===== src/rtl/cache_2way_wb_ctrl_if.sv =====
// Bus bundle between the cache controller, the CPU port, the data array
// and main memory. The controller takes the slave view; the environment
// (CPU, array and memory models) takes the master view.
interface cache_2way_wb_ctrl_if #(
    parameter int ADDR_W = 10
);
    logic              cpu_req;
    logic              cpu_we;
    logic [ADDR_W-1:0] cpu_addr;
    logic              cpu_ready;
    logic              cpu_hit;
    logic              arr_way;
    logic              arr_set;
    logic [1:0]        arr_word;
    logic              arr_word_we;
    logic              arr_fill_we;
    logic              mem_req;
    logic              mem_we;
    logic [ADDR_W-1:0] mem_addr;
    logic              mem_ack;

    modport master (
        output cpu_req, cpu_we, cpu_addr, mem_ack,
        input  cpu_ready, cpu_hit, arr_way, arr_set, arr_word,
               arr_word_we, arr_fill_we, mem_req, mem_we, mem_addr
    );

    modport slave (
        input  cpu_req, cpu_we, cpu_addr, mem_ack,
        output cpu_ready, cpu_hit, arr_way, arr_set, arr_word,
               arr_word_we, arr_fill_we, mem_req, mem_we, mem_addr
    );
endinterface


===== src/rtl/cache_2way_wb_ctrl.sv =====
// Hit/miss sequencer for a 2-way, 2-set write-back cache with 4-word blocks.
// Holds tag/valid/dirty/LRU state, steers the data-array strobes and runs
// dirty-victim write-back followed by block refill over a req/ack memory port.
module cache_2way_wb_ctrl #(
    parameter int ADDR_W = 10,
    parameter int TAG_W  = ADDR_W - 5
) (
    input  logic                 clk,
    input  logic                 reset,
    cache_2way_wb_ctrl_if.slave  bus
);
    typedef enum logic [1:0] {IDLE, COMPARE, WRITEBACK, ALLOCATE} state_t;

    state_t           state_q, state_d;
    logic [TAG_W-1:0] req_tag_q, req_tag_d;
    logic             req_set_q, req_set_d;
    logic [1:0]       req_word_q, req_word_d;
    logic             req_we_q, req_we_d;
    logic             miss_q, miss_d;
    logic             victim_q, victim_d;
    logic [1:0][1:0]  valid_q, valid_d;   // [way][set]
    logic [1:0][1:0]  dirty_q, dirty_d;   // [way][set]
    logic [1:0]       lru_q, lru_d;       // [set], names the way to evict next
    logic [TAG_W-1:0] tag_q [2][2];       // [way][set]
    logic             tag_we;
    logic             hit0, hit1, hit, hit_way, vict;
    logic             unused_ok;

    // Byte offset plays no role in a word/block-granular controller.
    assign unused_ok = ^bus.cpu_addr[1:0];

    // Lookup of the latched request: way0 wins on a hit; victim prefers an invalid way.
    always_comb begin
        hit0    = valid_q[0][req_set_q] && (tag_q[0][req_set_q] == req_tag_q);
        hit1    = valid_q[1][req_set_q] && (tag_q[1][req_set_q] == req_tag_q);
        hit     = hit0 || hit1;
        hit_way = !hit0;
        if (!valid_q[0][req_set_q]) begin
            vict = 1'b0;
        end else if (!valid_q[1][req_set_q]) begin
            vict = 1'b1;
        end else begin
            vict = lru_q[req_set_q];
        end
    end

    // Next-state, cache-state updates and all bus outputs.
    always_comb begin
        state_d         = state_q;
        req_tag_d       = req_tag_q;
        req_set_d       = req_set_q;
        req_word_d      = req_word_q;
        req_we_d        = req_we_q;
        miss_d          = miss_q;
        victim_d        = victim_q;
        valid_d         = valid_q;
        dirty_d         = dirty_q;
        lru_d           = lru_q;
        tag_we          = 1'b0;
        bus.cpu_ready   = 1'b0;
        bus.cpu_hit     = 1'b0;
        bus.arr_way     = 1'b0;
        bus.arr_set     = 1'b0;
        bus.arr_word    = 2'b00;
        bus.arr_word_we = 1'b0;
        bus.arr_fill_we = 1'b0;
        bus.mem_req     = 1'b0;
        bus.mem_we      = 1'b0;
        bus.mem_addr    = '0;
        unique case (state_q)
            IDLE: begin
                if (bus.cpu_req) begin
                    req_tag_d  = bus.cpu_addr[ADDR_W-1:5];
                    req_set_d  = bus.cpu_addr[4];
                    req_word_d = bus.cpu_addr[3:2];
                    req_we_d   = bus.cpu_we;
                    miss_d     = 1'b0;
                    state_d    = COMPARE;
                end
            end
            COMPARE: begin
                bus.arr_set = req_set_q;
                if (hit) begin
                    bus.cpu_ready      = 1'b1;
                    bus.cpu_hit        = !miss_q;
                    bus.arr_way        = hit_way;
                    lru_d[req_set_q]   = !hit_way;
                    if (req_we_q) begin
                        bus.arr_word_we              = 1'b1;
                        bus.arr_word                 = req_word_q;
                        dirty_d[hit_way][req_set_q]  = 1'b1;
                    end
                    state_d = IDLE;
                end else begin
                    miss_d   = 1'b1;
                    victim_d = vict;
                    state_d  = (valid_q[vict][req_set_q] && dirty_q[vict][req_set_q])
                               ? WRITEBACK : ALLOCATE;
                end
            end
            WRITEBACK: begin
                bus.mem_req  = 1'b1;
                bus.mem_we   = 1'b1;
                bus.mem_addr = {tag_q[victim_q][req_set_q], req_set_q, 4'b0000};
                bus.arr_way  = victim_q;
                bus.arr_set  = req_set_q;
                if (bus.mem_ack) begin
                    dirty_d[victim_q][req_set_q] = 1'b0;
                    state_d = ALLOCATE;
                end
            end
            ALLOCATE: begin
                bus.mem_req  = 1'b1;
                bus.mem_addr = {req_tag_q, req_set_q, 4'b0000};
                bus.arr_way  = victim_q;
                bus.arr_set  = req_set_q;
                if (bus.mem_ack) begin
                    bus.arr_fill_we              = 1'b1;
                    tag_we                       = 1'b1;
                    valid_d[victim_q][req_set_q] = 1'b1;
                    dirty_d[victim_q][req_set_q] = 1'b0;
                    state_d = COMPARE;
                end
            end
        endcase
    end

    // Control state; reset discards any in-flight request and invalidates the cache.
    always_ff @(posedge clk or posedge reset) begin
        if (reset) begin
            state_q    <= IDLE;
            req_tag_q  <= '0;
            req_set_q  <= 1'b0;
            req_word_q <= 2'b00;
            req_we_q   <= 1'b0;
            miss_q     <= 1'b0;
            victim_q   <= 1'b0;
            valid_q    <= '0;
            dirty_q    <= '0;
            lru_q      <= '0;
        end else begin
            state_q    <= state_d;
            req_tag_q  <= req_tag_d;
            req_set_q  <= req_set_d;
            req_word_q <= req_word_d;
            req_we_q   <= req_we_d;
            miss_q     <= miss_d;
            victim_q   <= victim_d;
            valid_q    <= valid_d;
            dirty_q    <= dirty_d;
            lru_q      <= lru_d;
        end
    end

    // Tag store; contents are meaningless until the matching valid bit is set.
    always_ff @(posedge clk) begin
        if (tag_we) begin
            tag_q[victim_q][req_set_q] <= req_tag_q;
        end
    end
endmodule


===== src/flat_wrapper.sv =====
// flat-port wrapper written by rule: the top's interface ports become plain ports
module cache_2way_wb_ctrl_flat 
#(
    parameter int ADDR_W = 10,
    parameter int TAG_W  = ADDR_W - 5
)
  (clk, reset, bus_cpu_req, bus_cpu_we, bus_cpu_addr, bus_mem_ack, bus_cpu_ready, bus_cpu_hit, bus_arr_way, bus_arr_set, bus_arr_word, bus_arr_word_we, bus_arr_fill_we, bus_mem_req, bus_mem_we, bus_mem_addr);
  cache_2way_wb_ctrl_if #(.ADDR_W(ADDR_W)) bus_i ();
  input  logic clk;
  input  logic reset;
  input wire logic [$bits(bus_i.cpu_req)-1:0] bus_cpu_req;
  input wire logic [$bits(bus_i.cpu_we)-1:0] bus_cpu_we;
  input wire logic [$bits(bus_i.cpu_addr)-1:0] bus_cpu_addr;
  input wire logic [$bits(bus_i.mem_ack)-1:0] bus_mem_ack;
  output wire logic [$bits(bus_i.cpu_ready)-1:0] bus_cpu_ready;
  output wire logic [$bits(bus_i.cpu_hit)-1:0] bus_cpu_hit;
  output wire logic [$bits(bus_i.arr_way)-1:0] bus_arr_way;
  output wire logic [$bits(bus_i.arr_set)-1:0] bus_arr_set;
  output wire logic [$bits(bus_i.arr_word)-1:0] bus_arr_word;
  output wire logic [$bits(bus_i.arr_word_we)-1:0] bus_arr_word_we;
  output wire logic [$bits(bus_i.arr_fill_we)-1:0] bus_arr_fill_we;
  output wire logic [$bits(bus_i.mem_req)-1:0] bus_mem_req;
  output wire logic [$bits(bus_i.mem_we)-1:0] bus_mem_we;
  output wire logic [$bits(bus_i.mem_addr)-1:0] bus_mem_addr;
  assign bus_i.cpu_req = bus_cpu_req;
  assign bus_i.cpu_we = bus_cpu_we;
  assign bus_i.cpu_addr = bus_cpu_addr;
  assign bus_i.mem_ack = bus_mem_ack;
  assign bus_cpu_ready = bus_i.cpu_ready;
  assign bus_cpu_hit = bus_i.cpu_hit;
  assign bus_arr_way = bus_i.arr_way;
  assign bus_arr_set = bus_i.arr_set;
  assign bus_arr_word = bus_i.arr_word;
  assign bus_arr_word_we = bus_i.arr_word_we;
  assign bus_arr_fill_we = bus_i.arr_fill_we;
  assign bus_mem_req = bus_i.mem_req;
  assign bus_mem_we = bus_i.mem_we;
  assign bus_mem_addr = bus_i.mem_addr;
  cache_2way_wb_ctrl #(.ADDR_W(ADDR_W), .TAG_W(TAG_W)) u_core (.clk(clk), .reset(reset), .bus(bus_i));
endmodule

===== config.mk =====
export PLATFORM = sky130hd
export DESIGN_NAME = cache_2way_wb_ctrl_flat
export DESIGN_NICKNAME = d
export VERILOG_FILES = /design/src/rtl/cache_2way_wb_ctrl_if.sv /design/src/rtl/cache_2way_wb_ctrl.sv /design/src/flat_wrapper.sv
export SDC_FILE = /design/constraint.sdc
export NUM_CORES = 1
export LEC_CHECK = 0
export CORE_MARGIN = 2
export CORE_UTILIZATION = 56
export CTS_BUF_LIST = sky130_fd_sc_hd__clkbuf_8
export DETAILED_ROUTE_END_ITERATION = 7
export GPL_ROUTABILITY_DRIVEN = 1
export GPL_TIMING_DRIVEN = 1
export PLACE_DENSITY = 0.82
export SETUP_SLACK_MARGIN = 0.3
export SLEW_MARGIN = 20
export SYNTH_ARGS = -nofsm -noshare
export SYNTH_HDL_FRONTEND = slang
export SYNTH_SLANG_ARGS = --single-unit

===== constraint.sdc =====
create_clock -name clk -period 2.35 [get_ports clk]
set_clock_uncertainty 0.05 [all_clocks]
set_input_delay 0.3525 -clock clk [delete_from_list [all_inputs] [get_ports clk]]
set_output_delay 0.3525 -clock clk [all_outputs]
set_load 0.005 [all_outputs]

Word level (Yosys, flattened, before mapping):

Memories as Yosys holds them, arrays and structs flattened.
Index checks and enable logic that the tools add are counted.

* bitwise logic cells: 6
* equal/unequal tests: 12
* reduce and logical (&&, ||, !) cells: 22
* $lt $le $gt $ge: 9
* muxes and demuxes: 67

Operators with widths (count)
* 2-to-1 mux 5 bit: 10
* 2-to-1 mux 1 bit: 30
* 2-to-1 mux 2 bit: 13
* case mux 10 bit (2 select lines): 1
* 2-to-1 mux 4 bit: 3
* == test 5 bit: 2
* 2-to-1 mux 10 bit: 1
* < comparator 1 x 2 -> 1 bit, second input constant: 4
* != test 2 bit, second input constant: 4
* OR 4 bit: 2
* case mux 2 bit (4 select lines): 1
* case mux 4 bit (2 select lines): 1
* AND reduction 2 bit: 4
* logical AND 1 bit: 7
* != test 2 x 1 -> 1 bit, second input constant: 3
* AND reduction 3 bit: 2
* demux 5 bit (select 1 bit): 1
* AND 4 bit: 1
* demux 2 bit (select 1 bit): 2
* == test 2 bit, second input constant: 2
* NOT 4 bit: 1
* case mux 1 bit (2 select lines): 2
* AND reduction 4 bit: 1
* nonzero test 2 bit: 2
* other kinds (13): 16

* bits in writable memories: 20
* output and inout bits: 20
* input bits: 15
* bits in registers: 23
* logic and storage cells: 129
* memories: 1

Memory list
* u_core.tag_q: depth 2, bits a word 10, rd ports 3, clocked after memory_dff 0, write ports 1, RTL line cache_2way_wb_ctrl.sv:24 `logic [TAG_W-1:0] tag_q [2][2];`

Logic depth before layout (Yosys ltp):

Gate-level depths: netlist of run 1.

* depth after elaboration: 15
* depth in mapped cells: 8
* depth with buffers taken out: 7

Worst setup path after synthesis of run 1:

OpenSTA, ideal clock, no wires.

* kind: register -> output
* from: register u_core.req_set_q
* to: output bus_arr_word[0]
* buffers on the path: 2
* cell stages (with the launch flop): 9
* required time: 1.947 ns
* slack: 0.150 ns
* data arrival time: 1.797 ns
* cell sequence: dfrtp_1 > buf_6 > mux2i_1 > xnor2_1 > nor4_1 > and2_1 > buf_4 > o21a_1 > and3_1

* longest elaborated chain between the ends: 9
* elaborated cells on any way between the ends: 18
* classes of those cells: eq/ne (2); mux (12); bitwise (1); reduce/logical (3)

Ends and longest elaborated chain
* start: declaration: RTL line cache_2way_wb_ctrl.sv:16 `logic req_set_q, req_set_d;`
* start signal: assignment: RTL line cache_2way_wb_ctrl.sv:144 `req_set_q <= req_set_d;`
* NOT 1 -> 2 bit (not written as such): RTL line cache_2way_wb_ctrl.sv:34, cache_2way_wb_ctrl.sv:35
* 2-to-1 mux 5 bit, on equally long branches (3 in series): RTL line cache_2way_wb_ctrl.sv:34, cache_2way_wb_ctrl.sv:35
* == test 5 bit, on equally long branches: RTL line cache_2way_wb_ctrl.sv:34, cache_2way_wb_ctrl.sv:35
* logical AND 1 bit, on equally long branches: RTL line cache_2way_wb_ctrl.sv:34, cache_2way_wb_ctrl.sv:35
* logical OR 1 bit (*): RTL line cache_2way_wb_ctrl.sv:36 `hit = hit0 || hit1;`
* 2-to-1 mux 2 bit (*): RTL line cache_2way_wb_ctrl.sv:83 `if (hit) begin`
* 2-to-1 mux 2 bit (*): RTL line cache_2way_wb_ctrl.sv:70 `unique case (state_q)`
* end: declaration: RTL line flat_wrapper.sv:19 `output wire logic [$bits(bus_i.arr_word)-1:0] bus_arr_word;`

Every way passes the cells marked *; elsewhere a longest branch is shown, timed or not. The select of a mux whose other input is x is not followed.

Worst setup path after layout of run 1:

Same ends and word-level chain as after synthesis.

==> results of run 1 <==
## worst register-to-register path: cells and delay by family, from the launching register on
kind	cells	cell delay [ns]
xor+xnor	1	0.14
mux	1	0.18
simple gates	2	0.57
buf+inv	6	0.70
flops	1	0.44
compound gates	2	0.35
## cells by family after synthesis
kind of cell | after synthesis | share of synthesized area, %
buffers and inverters | 24 | 5.51
adder cells (fa/ha/maj) | 4 | 2.16
other | 1 | 0.162
XOR/XNOR | 8 | 3.02
AND/OR/NAND/NOR | 51 | 12.3
AO/OA/AOI/OAI | 32 | 9.94
flip-flops | 43 | 50.8
multiplexers | 26 | 16.2
## cell type report
type                    instances  area (µm²)  share of cell area, %
flip-flops and latches         43        1180                   36.2
multi-input cells             125        1160                   35.5
repair buffers                 78         676                   20.7
clock inverters                 3        71.3                   2.18
clock buffers                   5        68.8                   2.11
well taps                      50        62.6                   1.92
inverters                      12        47.5                   1.46
## placed cells by master (no fill, tap or decap), drive strengths merged, types with 3 or more instances in the layout
cell	netlist	final
mux4	7	7
nand2	11	11
ha	4	4
xnor2	8	8
a22o	5	5
and2	12	12
inv	12	13
clkbuf	4	5
nor2b	4	4
a21oi	6	6
mux2i	9	9
mux2	10	10
dfrtp	23	23
edfxtp	20	20
clkdlybuf4s50	0	15
dlymetal6s2s	0	3
nor2	8	8
buf	8	59
o21ai	7	7
conb	1	4
## power by group through the flow
stage,clock network (mW),logic [mW],registers [mW]
after global placement,0,1.75,1.21
final,0.699,2.38,1.25
after global routing,0.732,2.52,1.26
after detailed placement,0,1.85,1.23
after CTS,0.705,2.17,1.21
after floorplan,0,1.14,1.18
## through the flow
stage / utilization (%) / setup TNS (ns)
finish: 81.6 / -3.53
global route: 81.6 / -4.09
CTS: 79.7 / -2.31
detailed placement: 71.3 / -3.59
global placement: 71.3 / -2.54
floorplan: - / 0
## repair_timing
item | in CTS | in global routing
buffers inserted | 14 | 2
pin swaps | 15 | 8
setup endpoints to repair | 31 | 25
cloned | 0 | 0
gates resized for setup | 70 | 19
## registers in the layout, indices dropped and copies added (netlist names)
signal             count
u_core.req_we_q        1
u_core.req_set_q       1
u_core.miss_q          1
u_core.dirty_q         4
u_core.valid_q         4
u_core.tag_q          20
u_core.req_tag_q       5
u_core.state_q         2
u_core.lru_q           2
u_core.req_word_q      2
u_core.victim_q        1
## worst paths after layout
path / depth (start not counted) / slack (ns) / start / endpoint
hold reg to reg: 1 / 0.45 / u_core.lru_q[1] / u_core.lru_q[1]
hold / removal: 3 / 0.37 / reset / u_core.victim_q
setup reg to reg: 12 / -0.19 / u_core.req_set_q / u_core.dirty_q[3]
max in group asynchronous: 3 / 1.63 / reset / u_core.req_set_q
setup / recovery: 10 / -0.48 / u_core.req_set_q / bus_arr_word[0]
min in group clk: 1 / 0.45 / u_core.lru_q[1] / u_core.lru_q[1]
## metal layers
layer  track usage (%)  routed length (µm)  part of all wire [%]  vias up
met5                 0                   0                     0        -
met4              20.0                 324                   4.7        0
met3              7.57                 692                    10       35
met2              52.8                3400                    50      189
met1              39.3                2440                    36      951
li1                  -                   -                     -      826
==> results.sh, run 1 <==
export IMPL_path_cells="buf_6, buf_6, mux2i_2, xnor2_1, nor4_2, and2_4, o21a_4, buf_6, and3_4, buf_6"
export IMPL_placed_area_mm2=0.00285
export IMPL_whs_ns=0.369
export IMPL_critPathSlowestCell="dfrtp_2"
export IMPL_crit_arrival_ns=2.43
export IMPL_synth_top_flop_cell="dfrtp_1"
export IMPL_layout_cells_non_filler=316
export IMPL_violations="setup timing"
export IMPL_cts_hold_fix_buffers=0
export IMPL_grt_pass1_vias=2021
export IMPL_ys_top_cells_by_area="edfxtp_1 (26%), dfrtp_1 (25%), mux2_2 (4.4%), mux2i_1 (3.9%), mux4_2 (3.9%)"
export IMPL_place_ws_ns=-0.494
export IMPL_htree_levels=2
export IMPL_cap_violations=0
export IMPL_post_route_period_util_pct=121
export IMPL_layout_drive_gt1_share_pct=43.2
export IMPL_swShare_pct=37.1
export IMPL_postSynth_asyncResetShare_pct=53.5
export IMPL_clkTransAtPathRegs_ns=0.09
export IMPL_die_h_um=68.3
export IMPL_gr_total_overflow=0
export IMPL_pwr_share_clk_pct=16.2
export IMPL_grt_total_usage_pct=32.6
export IMPL_drt_pass1_iterations=5
export IMPL_cts_sinks=43
export IMPL_design_area_mm2=0.00326
export IMPL_grt_pass1_wl_um=10500
export IMPL_synth_commonest_cells="dfrtp_1 (23), edfxtp_1 (20), inv_1 (12)"
export IMPL_slowest_delay_ns=0.44
export IMPL_clk_insertion_delay_late_ns=0.30
export IMPL_cts_buffer_depth=2
export IMPL_total_power_mw=4.32
export IMPL_holdCritPathClass="in -> async"
export IMPL_cp_start_kind="flip-flop"
export IMPL_rsz0062_at_grt="true"
export IMPL_io_pins=35
export IMPL_max_freq_mhz=353
export IMPL_criticalPathCategory="reg -> out"
export IMPL_fin_nets=284
export IMPL_hpwl_um=4350
export IMPL_cts_root_buf="clkbuf_8"
export IMPL_drt_wl_total_um=6860
export IMPL_drt_vias_per_instance=6.33
export IMPL_synthToLayoutAreaGrowth_pct=40.9
export IMPL_ant_nets=0
export IMPL_ir_worst_vdd_uv=919
export IMPL_critPathBufInv=4
export IMPL_ys_warn_count=0
export IMPL_cts_tree="yes"
export IMPL_yosys_area_top_type="edfxtp_1"
export IMPL_synth_distinct_cells=45
export IMPL_row_count=23
export IMPL_yosysSeqAreaShare_pct=50.8
export IMPL_grt_start_max_net_pins=24
export IMPL_required_ns=1.95
export IMPL_start_util_pct=57.9
export IMPL_p_per_area_mw_per_mm2=1320
export IMPL_cts_buffers=5
export IMPL_synth_avg_cell_area_um2=12.3
export IMPL_path_max_fanout=3
export IMPL_seq_power_share_pct=28.8
export IMPL_drc=0
export IMPL_synth_top_area_share_pct=25.9
export IMPL_synthCells=189
export IMPL_portBuffers=28
export IMPL_p_comb_share_pct=55.0
export IMPL_grt_antenna_before_repair=0
export IMPL_finalCriticalPeriod_ns=2.83
export IMPL_outcome="finished with violations"
export IMPL_die_width_um=68.3
export IMPL_p_leak_nw=1.41
export IMPL_antenna_cells=0
export IMPL_ys_seq_elements=43
export IMPL_slew_limit_headroom_pct=66.9
export IMPL_drt_wirelength_per_cell_um=21.7
export IMPL_setup_slack_ns=-0.485
export IMPL_core_mm2=0.00400
export IMPL_tightestPinTransition_ns=0.492
export IMPL_synth_edff_count=20
export IMPL_dp_cells=292
export IMPL_yosysMostFrequentCell="dfrtp_1"
export IMPL_fp_dieArea_mm2=0.00467
export IMPL_synth_area_mm2=0.00232
export IMPL_setup_viol=14
export IMPL_end_kind="primary output"
export IMPL_maxSlewViolCount=0
export IMPL_num_vias=2001
export IMPL_final_hold_viol_count=0
export IMPL_gp_congestion=0.811
export IMPL_p_int_mw=2.72
export IMPL_nFillCells=210
export IMPL_switchingPower_mw=1.60
export IMPL_drt_iter0_markers=178
export IMPL_critical_path_top_delay_family="simple AND/OR/NAND/NOR gates"
export IMPL_critPathMostFrequentCell="buf_6"
No activity file was read; power rests on OpenSTA's default activity.
==> run 2, diff against run 1 <==
Settings changed: SKIP_LAST_GASP from default to 1.
==> results.sh, run 2 (synthesized netlist as in run 1, its figures left out) <==
export IMPL_synthToLayoutAreaGrowth_pct=43.1
export IMPL_setup_slack_ns=-0.527
export IMPL_place_ws_ns=-0.494
export IMPL_core_mm2=0.00400
export IMPL_htree_levels=2
export IMPL_post_route_period_util_pct=122
export IMPL_critPathSlowestCell="dfrtp_2"
export IMPL_finalCriticalPeriod_ns=2.88
export IMPL_portBuffers=28
export IMPL_placed_area_mm2=0.00285
export IMPL_layout_drive_gt1_share_pct=44.6
export IMPL_top_regs="u_core.tag_q x20, u_core.req_tag_q x5"
export IMPL_gr_total_overflow=0
export IMPL_cts_root_buf="clkbuf_8"
export IMPL_die_h_um=68.3
export IMPL_cts_buffer_depth=2
export IMPL_fin_nets=287
export IMPL_top_usage_layer="met2"
export IMPL_drt_wl_total_um=7500
export IMPL_final_hold_viol_count=0
export IMPL_design_area_mm2=0.00332
export IMPL_antenna_cells=0
export IMPL_final_common_cell="buf_4"
export IMPL_start_util_pct=57.9
export IMPL_drt_wirelength_per_cell_um=23.5
export IMPL_critical_path_top_delay_family="simple AND/OR/NAND/NOR gates"
export IMPL_drc=0
export IMPL_die_width_um=68.3
export IMPL_dp_cells=292
export IMPL_required_ns=1.95
export IMPL_total_power_mw=4.50
export IMPL_gp_congestion=0.811
export IMPL_rsz0062_at_grt="true"
export IMPL_crit_arrival_ns=2.47
export IMPL_grt_total_usage_pct=31.9
export IMPL_criticalPathCategory="reg -> out"
export IMPL_slowest_delay_ns=0.44
export IMPL_grt_antenna_before_repair=0
export IMPL_ir_worst_vdd_uv=888
export IMPL_fp_dieArea_mm2=0.00467
export IMPL_holdCritPathClass="in -> async"
export IMPL_path_cells="buf_6, buf_4, mux2i_1, xnor2_1, nor4_2, and2_4, o21a_4, buf_6, and3_4, buf_6"
export IMPL_violations="setup timing"
export IMPL_gr_usage_met2_pct=51.9
export IMPL_max_freq_mhz=348
export IMPL_critPathBufInv=4
export IMPL_io_pins=35
export IMPL_use_met1_pct=38.4
export IMPL_grt_start_max_net_pins=24
export IMPL_top_register="u_core.tag_q"
export IMPL_final_cell_mix="buf_4 (44), edfxtp_1 (20), dfrtp_1 (19)"
export IMPL_setup_viol=13
export IMPL_maxSlewViolCount=0
export IMPL_critPathMostFrequentCell="buf_6"
export IMPL_outcome="finished with violations"
export IMPL_cts_tree="yes"
export IMPL_grt_use_met3_pct=7.24
export IMPL_tns_ns=-3.59
export IMPL_grt_pass1_wl_um=10400
export IMPL_tightestPinTransition_ns=0.554
export IMPL_drt_vias_per_instance=6.45
export IMPL_p_per_area_mw_per_mm2=1360
export IMPL_cts_sinks=43
export IMPL_drt_pass1_iterations=5
export IMPL_ant_nets=0
export IMPL_clk_insertion_delay_late_ns=0.31
export IMPL_cap_violations=0
export IMPL_hpwl_um=4350
export IMPL_path_max_fanout=3
export IMPL_cts_hold_fix_buffers=0
export IMPL_row_count=23
export IMPL_cts_buffers=5
export IMPL_grt_pass1_vias=2028
export IMPL_clkTransAtPathRegs_ns=0.09
export IMPL_num_vias=2056
export IMPL_p_leak_nw=1.43
export IMPL_end_kind="primary output"
export IMPL_drt_iter0_markers=189
export IMPL_cp_start_kind="flip-flop"
export IMPL_layout_cells_non_filler=319
export IMPL_largest_register_ffs=20
export IMPL_slew_limit_headroom_pct=62.9
run 2: path summary, 6_finish.rpt:
check | to | cells past startpoint | slack [ns] | start
max | bus_arr_word[1] | 10 | -0.53 | u_core.req_set_q
min | u_core.victim_q | 3 | 0.36 | reset
max reg2reg | u_core.dirty_q[3] | 10 | -0.26 | u_core.req_set_q
min reg2reg | u_core.lru_q[0] | 1 | 0.46 | u_core.lru_q[0]
max in group asynchronous | u_core.req_set_q | 3 | 1.63 | reset
min in group clk | u_core.lru_q[0] | 1 | 0.46 | u_core.lru_q[0]
run 2: routing by layer:
layer	routed length [µm]	part of all wire [%]
met5	0	0
met4	490	6.5
met3	751	10
met2	3610	48
met1	2650	35
run 2: power breakdown:
group	internal, mW	switching (mW)	total (mW)	leakage (nW)
sequential	1.03	0.228	1.26	0.438
combinational	1.33	1.20	2.53	0.924
clock	0.431	0.276	0.707	0.0703
total	2.79	1.71	4.50	1.43
run 2: metrics by stage:
stage	hold slack [ns]	utilization (%)
finish	0.363	82.9
global route	0.387	82.9
CTS	0.391	79.3
detailed placement	0.440	71.3
global placement	0.433	71.3
floorplan	0.304	-
run 2: layout make-up:
type / instances / area [µm²]
clock buffer: 5 / 68.8
clock inverter: 3 / 71.3
fill: 201 / 684
inverter: 12 / 47.5
multi-input combinational: 125 / 1180
sequential: 43 / 1180
tap: 50 / 62.6
timing repair buffer: 81 / 701
run 2: what timing repair did:
item / 4_1_cts / 5_1_grt
setup buffers: 14 / 5
resized for setup: 68 / 27
pin swaps: 15 / 11
endpoints found under the setup margin: 31 / 25
run 2: tightest hold or removal path: cells and delay by family:
family | cells | cell delay, ns
buffers and inverters | 3 | 0.76
==> run 3, diff against run 2 <==
Settings changed: ABC_AREA from default to 1, CORE_MARGIN 2 to default, TNS_END_PERCENT from default to 10.
==> results.sh, run 3 <==
export IMPL_antenna_cells=0
export IMPL_top_usage_layer="met2"
export IMPL_yosysSeqAreaShare_pct=47.8
export IMPL_multi_input_area_mm2=0.00108
export IMPL_layout_cells_non_filler=424
export IMPL_portBuffers=28
export IMPL_ys_top_cells_by_area="edfxtp_1 (24%), dfrtp_1 (23%), nand2_1 (15%), inv_1 (6.9%), nor2_1 (4.9%)"
export IMPL_p_leak_nw=1.59
export IMPL_violations="setup timing"
export IMPL_fin_nets=392
export IMPL_placed_area_mm2=0.00287
export IMPL_synth_distinct_cells=30
export IMPL_place_ws_ns=-0.150
export IMPL_max_freq_mhz=421
export IMPL_grt_pass1_wl_um=10200
export IMPL_gr_usage_met2_pct=45.7
export IMPL_cts_tree="yes"
export IMPL_criticalPathCategory="reg -> out"
export IMPL_core_mm2=0.00412
export IMPL_use_met1_pct=42.7
export IMPL_ir_worst_vdd_uv=685
export IMPL_drt_pass1_iterations=7
export IMPL_crit_arrival_ns=1.97
export IMPL_drt_iter0_markers=167
export IMPL_synthToLayoutAreaGrowth_pct=27.0
export IMPL_total_power_mw=3.89
export IMPL_cts_buffers=5
export IMPL_drc=0
export IMPL_cts_sinks=43
export IMPL_synth_commonest_cells="nand2_1 (100), inv_1 (45), nor2_1 (32)"
export IMPL_path_max_fanout=8
export IMPL_clk_insertion_delay_late_ns=0.30
export IMPL_finalCriticalPeriod_ns=2.37
export IMPL_grt_pass1_vias=2199
export IMPL_setup_viol=6
export IMPL_synth_edff_count=20
export IMPL_clkTransAtPathRegs_ns=0.09
export IMPL_final_cell_mix="nand2_1 (89), inv_1 (45), nor2_1 (27)"
export IMPL_fp_dieArea_mm2=0.00466
export IMPL_grt_antenna_before_repair=0
export IMPL_synth_top_flop_cell="dfrtp_1"
export IMPL_start_util_pct=59.7
export IMPL_die_width_um=68.3
export IMPL_num_vias=2337
export IMPL_drt_vias_per_instance=5.51
export IMPL_seq_area_mm2=0.00118
export IMPL_design_area_mm2=0.00312
export IMPL_outcome="finished with violations"
export IMPL_cap_violations=0
export IMPL_reg2reg_depth=15
export IMPL_required_ns=1.95
export IMPL_grt_total_usage_pct=30.8
export IMPL_layout_drive_gt1_share_pct=21.1
export IMPL_final_hold_viol_count=0
export IMPL_end_kind="primary output"
export IMPL_holdCritPathClass="in -> async"
export IMPL_postSynth_asyncResetShare_pct=53.5
export IMPL_top_regs="u_core.tag_q x20, u_core.req_tag_q x5"
export IMPL_die_h_um=68.3
export IMPL_p_per_area_mw_per_mm2=1250
export IMPL_rsz0062_at_grt="true"
export IMPL_hpwl_um=4290
export IMPL_drt_wirelength_per_cell_um=15.6
export IMPL_synthCells=316
export IMPL_nFillCells=297
export IMPL_cts_root_buf="clkbuf_8"
export IMPL_ys_seq_elements=43
export IMPL_largest_register_ffs=20
export IMPL_ys_warn_count=0
export IMPL_synth_top_area_share_pct=24.4
export IMPL_top_register="u_core.tag_q"
export IMPL_drt_wl_total_um=6630
export IMPL_yosysMostFrequentCell="nand2_1"
export IMPL_dp_cells=407
export IMPL_slew_limit_headroom_pct=56.4
export IMPL_cts_buffer_depth=2
export IMPL_cp_start_kind="flip-flop"
export IMPL_maxSlewViolCount=0
export IMPL_synth_area_mm2=0.00246
export IMPL_final_common_cell="nand2_1"
export IMPL_htree_levels=2
export IMPL_tightestPinTransition_ns=0.652
export IMPL_grt_start_max_net_pins=24
export IMPL_ant_nets=0
export IMPL_io_pins=35
export IMPL_grt_use_met3_pct=7.67
export IMPL_row_count=23
export IMPL_setup_slack_ns=-0.0250
export IMPL_yosys_area_top_type="edfxtp_1"
export IMPL_gp_congestion=0.909
export IMPL_gr_total_overflow=0
export IMPL_post_route_period_util_pct=101
export IMPL_synth_avg_cell_area_um2=7.78
-- run 3: layout make-up --
cell class	count	area share, %
Tap cell	50	2.00
Timing Repair inverter	3	0.921
Clock inverter	3	0.401
Timing Repair Buffer	56	15.9
Sequential cell	43	37.7
Clock buffer	5	2.20
Inverter	48	6.17
Multi-Input combinational cell	216	34.7
-- run 3: what timing repair did --
action,CTS,global route
pin swaps,12,13
hold buffers,0,0
endpoints found under the setup margin,16,22
setup buffers,4,1
resized for setup,41,17
gates cloned,4,0
-- run 3: routing by layer --
metal  up-vias  wire length, µm
li1       1104                -
met3        21              562
met5         -                0
met1      1086             2820
met2       126             3050
met4         0              187
-- run 3: critical path: stages, from the launching register on --
cell and delay, ns:
dfrtp_2 0.44, buf_12 0.18, clkinv_8 0.09, nand2_4 0.07, nand2_2 0.06, nand2_2 0.07
nand2_2 0.07, nor2_4 0.10, nand3_2 0.09, nand2_2 0.11, nand2_4 0.08, nor2_1 0.08
dlygate4sd2_1 0.24
-- run 3: logic make-up (layout without fill, tap and decap cells) --
family                     count (synthesis)  count (layout)  share of synthesized area (%)
buffers and inverters                     60             115                           11.9
and+or+nand+nor                          169             169                           29.5
DFF                                       43              43                           47.8
AOI/OAI and AO/OA                         39              39                           8.60
adders and majority gates                  4               4                           2.04
other                                      1               4                          0.153
-- run 3: per-stage QoR --
step / setup TNS, ns / util, % / hold WS (ns)
after detailed placement: -0.540 / 69.8 / 0.434
after floorplan: 0 / - / 0.304
after global routing: -0.661 / 75.9 / 0.417
after CTS: -0.138 / 74.4 / 0.354
after global placement: -0.205 / 69.8 / 0.424
final: -0.0854 / 75.9 / 0.348
-- run 3: worst paths after layout --
path / start / end / slack [ns]
worst max-delay path: u_core.req_set_q / bus_cpu_hit / -0.02
worst min-delay path: reset / u_core.req_tag_q[2] / 0.35
worst max register to register: u_core.req_set_q / u_core.lru_q[1] / 0.12
worst min register to register: u_core.lru_q[0] / u_core.lru_q[0] / 0.46
max in group asynchronous: reset / u_core.req_set_q / 1.64
min in group clk: u_core.lru_q[0] / u_core.lru_q[0] / 0.46
-- run 3: report_power, final --
group / switching, mW / total, mW / internal (mW)
Sequential: 0.205 / 1.24 / 1.04
Combinational: 1.30 / 2.20 / 0.895
Clock: 0.251 / 0.452 / 0.200
Total: 1.76 / 3.89 / 2.13
